[config.mk]
export PLATFORM = sky130hd
export DESIGN_NAME = shift_sequencer
export DESIGN_NICKNAME = d
export VERILOG_FILES = /design/src/rtl/shift_sequencer_pkg.sv /design/src/rtl/shift_sequencer_step.sv /design/src/rtl/shift_sequencer.sv
export SDC_FILE = /design/constraint.sdc
export NUM_CORES = 1
export LEC_CHECK = 0
export BUFFER_PORTS_ARGS = -buffer_cell sky130_fd_sc_hd__buf_2
export CAP_MARGIN = 20
export CELL_PAD_IN_SITES_DETAIL_PLACEMENT = 0
export CELL_PAD_IN_SITES_GLOBAL_PLACEMENT = 1
export CORE_AREA = 3 3 62 64
export CTS_CLUSTER_DIAMETER = 60
export CTS_CLUSTER_SIZE = 16
export DETAILED_ROUTE_END_ITERATION = 6
export DIE_AREA = 0 0 65 67
export PLACE_DENSITY_LB_ADDON = 0.05
export SLEW_MARGIN = 20
export SYNTH_ARGS = -nofsm -noshare
export SYNTH_HDL_FRONTEND = slang
export SYNTH_HIERARCHICAL = 1
export SYNTH_SLANG_ARGS = --single-unit
[constraint.sdc]
create_clock -name clk -period 1.5 [get_ports clk]
set_input_delay 0.15 -clock clk [delete_from_list [all_inputs] [get_ports clk]]
set_output_delay 0.15 -clock clk [all_outputs]
set_load 0.01 [all_outputs]
[src/rtl/shift_sequencer_pkg.sv]
// Shared definitions for the shift sequencer: step-mode and FSM state encodings
// plus default geometry.
package shift_sequencer_pkg;

  localparam int DEFAULT_WIDTH = 8;
  localparam int DEFAULT_CNT_W = 4;

  // One-step operation applied to the register on every step edge.
  typedef enum logic [2:0] {
    MODE_HOLD = 3'b000,
    MODE_SLL  = 3'b001,
    MODE_SRL  = 3'b010,
    MODE_SRA  = 3'b011,
    MODE_ROL  = 3'b100,
    MODE_ROR  = 3'b101,
    MODE_SIL  = 3'b110,
    MODE_SIR  = 3'b111
  } mode_t;

  typedef enum logic {
    ST_IDLE  = 1'b0,
    ST_SHIFT = 1'b1
  } state_t;

endpackage : shift_sequencer_pkg

[src/rtl/shift_sequencer_step.sv]
// Combinational single-step datapath: the next register value and the bit it
// expels, for one shift/rotate step of the selected mode.
module shift_step_logic
  import shift_sequencer_pkg::*;
#(
  parameter int WIDTH = DEFAULT_WIDTH
) (
  input  logic [WIDTH-1:0] q,
  input  mode_t            mode,
  input  logic             sin,
  output logic [WIDTH-1:0] q_next,
  output logic             sout_next
);

  // Select the shifted word and the expelled bit for the requested mode.
  always_comb begin
    // NOTE: every output gets a default before the case so no path can leave
    // one unassigned, which would otherwise infer a latch.
    q_next    = q;
    sout_next = 1'b0;
    unique case (mode)
      MODE_HOLD: begin
        q_next    = q;
        sout_next = 1'b0;
      end
      MODE_SLL: begin
        q_next    = {q[WIDTH-2:0], 1'b0};
        sout_next = q[WIDTH-1];
      end
      MODE_SRL: begin
        q_next    = {1'b0, q[WIDTH-1:1]};
        sout_next = q[0];
      end
      MODE_SRA: begin
        q_next    = {q[WIDTH-1], q[WIDTH-1:1]};
        sout_next = q[0];
      end
      MODE_ROL: begin
        q_next    = {q[WIDTH-2:0], q[WIDTH-1]};
        sout_next = q[WIDTH-1];
      end
      MODE_ROR: begin
        q_next    = {q[0], q[WIDTH-1:1]};
        sout_next = q[0];
      end
      MODE_SIL: begin
        q_next    = {q[WIDTH-2:0], sin};
        sout_next = q[WIDTH-1];
      end
      MODE_SIR: begin
        q_next    = {sin, q[WIDTH-1:1]};
        sout_next = q[0];
      end
      default: begin
        q_next    = q;
        sout_next = 1'b0;
      end
    endcase
  end

endmodule : shift_step_logic

[src/rtl/shift_sequencer.sv]
// Shift sequencer: parallel load, then a programmed number of one-bit
// shift/rotate steps (one per clock) with a busy/done handshake.
module shift_sequencer
  import shift_sequencer_pkg::*;
#(
  parameter int WIDTH = DEFAULT_WIDTH,
  parameter int CNT_W = DEFAULT_CNT_W
) (
  input  logic             clk,
  input  logic             clr,
  input  logic             load,
  input  logic [WIDTH-1:0] din,
  input  logic             start,
  input  logic [2:0]       mode,
  input  logic [CNT_W-1:0] amount,
  input  logic             sin,
  output logic [WIDTH-1:0] q,
  output logic             sout,
  output logic             busy,
  output logic             done
);

  state_t           state, state_next;
  mode_t            mode_r, mode_next;
  logic [CNT_W-1:0] cnt_r, cnt_next;
  logic [WIDTH-1:0] q_next;
  logic             sout_next;
  logic             done_next;

  logic [WIDTH-1:0] step_q;
  logic             step_sout;

  shift_step_logic #(
    .WIDTH(WIDTH)
  ) u_step (
    .q        (q),
    .mode     (mode_r),
    .sin      (sin),
    .q_next   (step_q),
    .sout_next(step_sout)
  );

  // State register and datapath registers; clr wipes everything asynchronously.
  always_ff @(posedge clk or posedge clr) begin
    if (clr) begin
      state  <= ST_IDLE;
      mode_r <= MODE_HOLD;
      cnt_r  <= '0;
      q      <= '0;
      sout   <= 1'b0;
      done   <= 1'b0;
    end else begin
      // NOTE: non-blocking assignments so every register samples the values
      // from before this edge, independent of statement order.
      state  <= state_next;
      mode_r <= mode_next;
      cnt_r  <= cnt_next;
      q      <= q_next;
      sout   <= sout_next;
      done   <= done_next;
    end
  end

  // Next-state and datapath selection: load beats start, start beats stepping.
  always_comb begin
    state_next = state;
    mode_next  = mode_r;
    cnt_next   = cnt_r;
    q_next     = q;
    sout_next  = sout;
    done_next  = 1'b0;

    if (load) begin
      // A load aborts any running sequence without a done pulse.
      q_next     = din;
      state_next = ST_IDLE;
      cnt_next   = '0;
    end else begin
      unique case (state)
        ST_IDLE: begin
          if (start) begin
            if (amount != '0) begin
              state_next = ST_SHIFT;
              mode_next  = mode_t'(mode);
              cnt_next   = amount;
            end else begin
              // Nothing to do: acknowledge immediately.
              done_next = 1'b1;
            end
          end
        end
        ST_SHIFT: begin
          q_next    = step_q;
          sout_next = step_sout;
          cnt_next  = cnt_r - CNT_W'(1);
          if (cnt_r == CNT_W'(1)) begin
            state_next = ST_IDLE;
            done_next  = 1'b1;
          end
        end
        default: state_next = ST_IDLE;
      endcase
    end
  end

  // busy is a direct decode of the state so it follows clr without a clock.
  always_comb begin
    busy = (state == ST_SHIFT);
  end

endmodule : shift_sequencer

==> results.py, run 1 <==
metrics = {
    "global_route": {
        "grt_max_degree": 25,
        "antenna_found_initial": 0,
        "grt_pass1_vias": 1155,
        "grt_usage_pct": 16.5,
        "grt_overflow": 0,
        "grt_pass1_wl_mm": 5.69,
    },
    "logic_synthesis": {
        "synth_top_family_by_area": "compound AO/OA/AOI/OAI gates",
        "synth_top_area_share_pct": 33.9,
        "postSynthCellCount": 132,
        "synth_edf_count": 0,
        "synth_ff_type": "dfrtp_1",
        "yosys.area_share.simple_pct": 8.76,
        "synth-compound-area-share_pct": 25.0,
        "ys_types": 29,
        "avgSynthCellArea_um2": 10.1,
        "synth_xor_area_share_pct": 0.659,
        "yosysTopAreaCell": "dfrtp_1",
        "synth_area_mm2": 0.00133,
        "synth_area_leaders": "dfrtp_1, mux2i_1, o21ai_0",
        "synthArstFlopShare_pct": 100,
        "syn-num-nets": 154,
        "synthMuxAreaShare_pct": 23.2,
        "synth_seq_cells": 18,
        "synth_fa_ha_area_share_pct": 1.88,
        "ys_seq_area_share_pct": 33.9,
        "yosys_warnings": 6,
    },
    "route": {
        "antenna_left": 0,
        "finalWirelength_mm": 3.19,
        "drt_iter0_drc": 67,
        "wire_per_inst_um": 14.8,
        "vias_per_cell": 5.22,
        "vias": 1127,
        "drt_first_pass_iters": 4,
        "drc_errors": 0,
    },
    "clock_network": {
        "clk_path_buf_depth": 2,
        "cts_root_buf": "clkbuf_4",
        "cts_max_level": 1,
        "cts_tree": "built",
        "cts_inserted_buffers": 3,
        "cts.sinks": 18,
        "clkTransAtPathRegs_ps": 110,
        "insertion_delay_ps": 290,
    },
    "floorplan": {
        "rows": 21,
        "design.core.area_mm2": 0.00334,
        "io_pins": 31,
        "start_util_pct": 39.8,
        "die-width_um": 65,
        "dieArea_mm2": 0.00436,
        "die_h_um": 67,
    },
    "timing": {
        "post-route-period-util_pct": 94.7,
        "fin_ws_ps": 79.0,
        "fmax_mhz": 704,
        "setup_tns_ps": 0,
        "hold_viol_final": 0,
        "drv_slew": 0,
        "skew_ps": 8.87,
        "worst_pin_slew_ps": 459,
        "setup_viol": 0,
        "relSlewSlack_pct": 69.0,
        "timing.final.crit_period_ps": 1420,
    },
    "layout": {
        "areaGrowthSynthToFinish_pct": 23.8,
        "final_net_count": 193,
        "diodes": 0,
        "fillers": 339,
        "seqCellArea_um2": 454,
        "layout-drive-gt1-share_pct": 37.6,
        "final_util_pct": 49.3,
        "multi_input_area_um2": 797,
    },
    "worst_setup_path": {
        "worstPathRequired_ps": 1690,
        "critPathMaxFanout": 6,
        "reg2regPathDepth": 6,
        "critical-path-top-delay-family": "flip-flops",
        "cp.buffers_inverters": 1,
        "slowest_stage": "dfrtp_2",
        "cp_num_cells": 6,
        "end_kind": "register",
        "path_cells": "buf_6, mux2i_1, a21oi_1, a211o_1, mux2i_1, o21ai_1",
        "cp-start-kind": "register",
        "critPathKind": "register to register",
        "cp.arrival_ps": 1610,
        "max_stage_delay_ps": 450,
        "cp_common_cell": "mux2i_1",
    },
    "placement": {
        "place_hpwl_mm": 2.31,
        "io_buffers": 30,
        "dp_slack_ps": 51.9,
        "globalplace.congestion": 0.793,
    },
    "pwr": {
        "power_density_mw_per_mm2": 1100,
        "irDropWorstVdd_uv": 524,
        "power_w": 0.00181,
        "static-leakage-power_nw": 0.759,
    },
    "flow_run": {
        "cap_violations": 0,
    },
    "run_status": {
        "outcome": "finished, final reports clean",
    },
    "worst_hold_path": {
        "min_path_type": "primary input to register",
        "min_path_cells": 3,
    },
}
worst min-delay path: stages:
cell and delay (ps):
buf_2 70, nand2_1 40, o21ai_0 50
flip-flops by register name, indices dropped and copies added, names as in the netlist:
name,flops
sout,1
q,8
busy,1
done,1
mode_r,3
cnt_r,4
where the power goes:
group | total [W] | internal [W] | switching (W)
Sequential | 0.000695 | 0.000566 | 0.000129
Combinational | 0.000813 | 0.000434 | 0.000379
Clock | 0.000303 | 0.000148 | 0.000155
Total | 0.00181 | 0.00115 | 0.000663
path summary, 6_finish.rpt:
kind / startpoint / end / slack (ps)
max: mode_r[1]$_DFFE_PP0P_ / q[7]$_DFFE_PP0N_ / 80
max reg2reg: mode_r[1]$_DFFE_PP0P_ / q[7]$_DFFE_PP0N_ / 80
max in group asynchronous: clr / mode_r[1]$_DFFE_PP0P_ / 880
min reg2reg: sout$_DFFE_PP0P_ / sout$_DFFE_PP0P_ / 540
min: din[2] / q[2]$_DFFE_PP0N_ / 60
min in group asynchronous: clr / mode_r[0]$_DFFE_PP0P_ / 410
cell families after synthesis:
| kind of cell | count (synthesis) |
|---|---|
| and+or+nand+nor | 21 |
| AOI/OAI and AO/OA | 47 |
| adders and majority gates | 2 |
| buffers and inverters | 14 |
| muxes | 29 |
| xor gates and xnor gates | 1 |
| DFF | 18 |
per-stage QoR:
step | area [µm²] | hold WS (ps) | std cells
global placement | 1560 | 182 | 209
floorplan | 1330 | 88.6 | 132
global route | 1650 | 70.6 | 216
detailed placement | 1560 | 192 | 209
CTS | 1610 | 49.4 | 214
finish | 1650 | 60.0 | 216
repair_timing:
item / in CTS / in global routing
resized for setup: 0 / 9
setup endpoints to repair: 0 / 9
setup buffers: 0 / 2
endpoints found under the hold margin: 18 / 0
hold buffers: 1 / 0
final cells by class:
cell class	count	share of cell area, %
inverters	4	0.913
repair buffers	44	17.3
well taps	46	3.50
flip-flops and latches	18	27.6
multi-input cells	100	48.4
clock buffers	4	2.21
Yosys cell counts (all sizes together), types with 2 or more instances:
cell type	count
nand2	9
o21ai	12
dfrtp	18
a21oi	16
mux2i	24
o21a	6
ha	2
mux2	5
a221oi	4
clkbuf	2
nor2	2
inv	4
nor2b	3
a211oi	5
nor4	2
buf	8
routing by layer:
| metal | global-route usage (%) | part of all wire (%) | vias up |
|---|---|---|---|
| met4 | 3.17 | 0.47 | 0 |
| met1 | 22.6 | 48 | 537 |
| met2 | 27.7 | 48 | 20 |
| li1 | - | - | 568 |
| met3 | 2.36 | 4.0 | 2 |
| met5 | 0 | 0 | - |
layout by cell type, fill, tap and decap left out:
| cell type | n |
|---|---|
| nor4b_1 | 1 |
| nor4_1 | 2 |
| dfrtp_2 | 3 |
| a211o_1 | 1 |
| o211ai_1 | 1 |
| a211oi_1 | 5 |
| a221oi_2 | 1 |
| mux2_2 | 2 |
| a21oi_2 | 6 |
| nand3_1 | 1 |
| buf_2 | 30 |
| nand4b_1 | 1 |
| o41ai_4 | 1 |
| xnor2_1 | 1 |
| o31a_1 | 1 |
| dlygate4sd3_1 | 1 |
| mux2i_1 | 24 |
| inv_1 | 4 |
| buf_12 | 1 |
| buf_4 | 8 |
| mux2_4 | 3 |
| ha_1 | 2 |
| nor2_1 | 2 |
| a221oi_1 | 3 |
| o21ai_1 | 1 |
| o21ai_0 | 11 |
| nand2_1 | 9 |
| nor4bb_1 | 1 |
| nor2b_1 | 3 |
| clkbuf_8 | 1 |
| or3_4 | 1 |
| clkbuf_4 | 3 |
| o21a_1 | 6 |
| dfrtp_1 | 15 |
| a21oi_1 | 10 |
| buf_6 | 4 |
No activity file was read; power rests on OpenSTA's default activity.
==> run 2: changes to the inputs <==
- CORE_AREA: 3 3 62 64 -> 3 3 53 75
- DIE_AREA: 0 0 65 67 -> 0 0 56 78
==> run 2 against run 1 <==
Against the previous run: via count decreased by 1.2%; highest routed layer unchanged; largest cell class unchanged; die area increased by 0.30%; clock skew decreased by 5.5 ps; sequential cell count unchanged.
==> results.py, run 2 (synthesis gave the netlist of run 1 again) <==
metrics = {
    "timing": {
        "worst_pin_slew_ps": 361,
        "skew_ps": 3.40,
        "post-route-period-util_pct": 92.1,
        "hold_viol_final": 0,
        "fmax_mhz": 724,
        "drv_slew": 0,
        "relSlewSlack_pct": 75.6,
        "rsz0062_at_grt": "no",
        "setup_tns_ps": 0,
        "timing.final.crit_period_ps": 1380,
        "holdWs_ps": 110,
        "setup_viol": 0,
    },
    "worst_hold_path": {
        "min_path_type": "primary input to register",
        "min_from": "din[7]",
        "min_path_cells": 3,
        "hold-path-endpoint": "q[7]$_DFFE_PP0N_",
    },
    "layout": {
        "largest_reg_flops": 8,
        "mostFrequentLayoutCell": "buf_2",
        "seqCellArea_um2": 453,
        "diodes": 0,
        "top_regs": "q: 8 flops, cnt_r: 4 flops, mode_r: 3 flops",
        "layout-drive-gt1-share_pct": 35.7,
        "regMostFlops": "q",
        "multi_input_area_um2": 791,
        "fillers": 332,
        "final_cell_mix": "buf_2, mux2i_1, dfrtp_1",
        "areaGrowthSynthToFinish_pct": 22.3,
        "stdcell_area_mm2": 0.00163,
        "final_net_count": 192,
    },
    "floorplan": {
        "rows": 25,
        "io_pins": 31,
        "die_h_um": 78,
        "die-width_um": 56,
        "design.core.area_mm2": 0.00338,
        "dieArea_mm2": 0.00437,
        "start_util_pct": 39.3,
    },
    "worst_setup_path": {
        "slowest_stage": "dfrtp_2",
        "rrSetupSlack_ps": 120,
        "cp.buffers_inverters": 1,
        "cp.arrival_ps": 1510,
        "r2r-end": "q[7]$_DFFE_PP0N_",
        "critPathKind": "register to register",
        "max_stage_delay_ps": 460,
        "worstPathRequired_ps": 1630,
        "r2r_start": "mode_r[1]$_DFFE_PP0P_",
        "reg2regPathDepth": 6,
        "cp-start-kind": "register",
        "end_kind": "register",
        "critical-path-top-delay-family": "flip-flops",
        "crit_start": "mode_r[1]$_DFFE_PP0P_",
        "path_cells": "buf_4, nand3_1, o21ai_1, a211o_1, mux2i_1, o21ai_0",
        "critPathMaxFanout": 5,
    },
    "placement": {
        "dpl_cell_area_mm2": 0.00157,
        "globalplace.congestion": 0.781,
        "io_buffers": 30,
        "place_hpwl_mm": 2.48,
    },
    "route": {
        "finalWirelength_mm": 3.14,
        "vias_per_cell": 5.35,
        "wire_per_inst_um": 15.1,
        "antenna_left": 0,
        "vias": 1113,
        "drc_errors": 0,
        "drt_first_pass_iters": 4,
        "drt_iter0_drc": 15,
    },
    "clock_network": {
        "insertion_delay_ps": 240,
        "cts_root_buf": "clkbuf_8",
        "clkTransAtPathRegs_ps": 60,
        "cts_tree": "built",
        "cts.sinks": 18,
        "clk_path_buf_depth": 2,
        "cts_max_level": 1,
        "cts_inserted_buffers": 3,
    },
    "global_route": {
        "grt_overflow": 0,
        "grt_max_degree": 21,
        "grt_usage_pct": 15.2,
        "antenna_found_initial": 0,
        "grt_pass1_wl_mm": 5.39,
        "grt_pass1_vias": 1135,
    },
    "pwr": {
        "static-leakage-power_nw": 0.753,
        "irDropWorstVdd_uv": 592,
        "power_density_mw_per_mm2": 1110,
    },
    "run_status": {
        "outcome": "finished, final reports clean",
    },
    "flow_run": {
        "cap_violations": 0,
    },
}
==> run 2: cell types whose count changed in the layout (fill, tap and decap cells not counted) <==
cell,change
a221oi_1,+1
a221oi_2,-1
buf_12,+1
buf_4,+2
buf_6,-4
clkbuf_4,-3
clkbuf_8,+2
dfrtp_1,+1
dfrtp_2,-1
==> run 2: through the flow <==
| step | power [W] | utilization (%) | instances | worst slack [ps] |
|---|---|---|---|---|
| after global placement | 0.00148 | 46.5 | 204 | 108 |
| after global routing | 0.00195 | 48.1 | 208 | 17.2 |
| after detailed placement | 0.00150 | 46.5 | 204 | 78.3 |
| after floorplan | 0.00125 | - | 132 | 128 |
| after CTS | 0.00182 | 48.0 | 208 | 69.4 |
| final | 0.00181 | 48.1 | 208 | 118 |
==> run 2: worst reg2reg max path: stages (launching register included) <==
cell,delay [ps]
dfrtp_2,460
buf_4,160
nand3_1,60
o21ai_1,70
a211o_1,300
mux2i_1,130
o21ai_0,80
==> run 2: power breakdown <==
group / leakage [nW] / switching (W) / internal, W
clock network: 0.0216 / 0.000140 / 0.000178
registers: 0.221 / 0.000130 / 0.000566
logic: 0.511 / 0.000370 / 0.000424
==> run 2: routing by layer <==
metal	GRT usage [%]	routed length, µm
met3	2.00	123
met1	18.2	1340
met4	4.99	19
met5	0	0
met2	27.5	1660
==> run 2: worst max-delay path by stage <==
| stage | end | slack (ps) | depth (start not counted) |
|---|---|---|---|
| after floorplan | mode_r[0]$_DFFE_PP0P_ | 130 | 3 |
| after global placement | q[0]$_DFFE_PP0N_ | 110 | 6 |
| after detailed placement | q[6]$_DFFE_PP0N_ | 80 | 6 |
| after CTS | q[7]$_DFFE_PP0N_ | 70 | 5 |
| after global routing | q[7]$_DFFE_PP0N_ | 20 | 6 |
| final | q[7]$_DFFE_PP0N_ | 120 | 6 |
==> run 2: layout make-up <==
| class | instances | share of cell area [%] |
|---|---|---|
| Clock buffer | 3 | 2.54 |
| Inverter | 4 | 0.924 |
| Multi-Input combinational cell | 100 | 48.7 |
| Sequential cell | 18 | 27.9 |
| Tap cell | 40 | 3.08 |
| Timing Repair Buffer | 43 | 16.9 |
==> run 2: repair_timing <==
item,in CTS,in global routing
gates resized for setup,0,3
hold endpoints to repair,18,0
endpoints found under the setup margin,0,6
buffers inserted,0,0
hold buffers,1,0
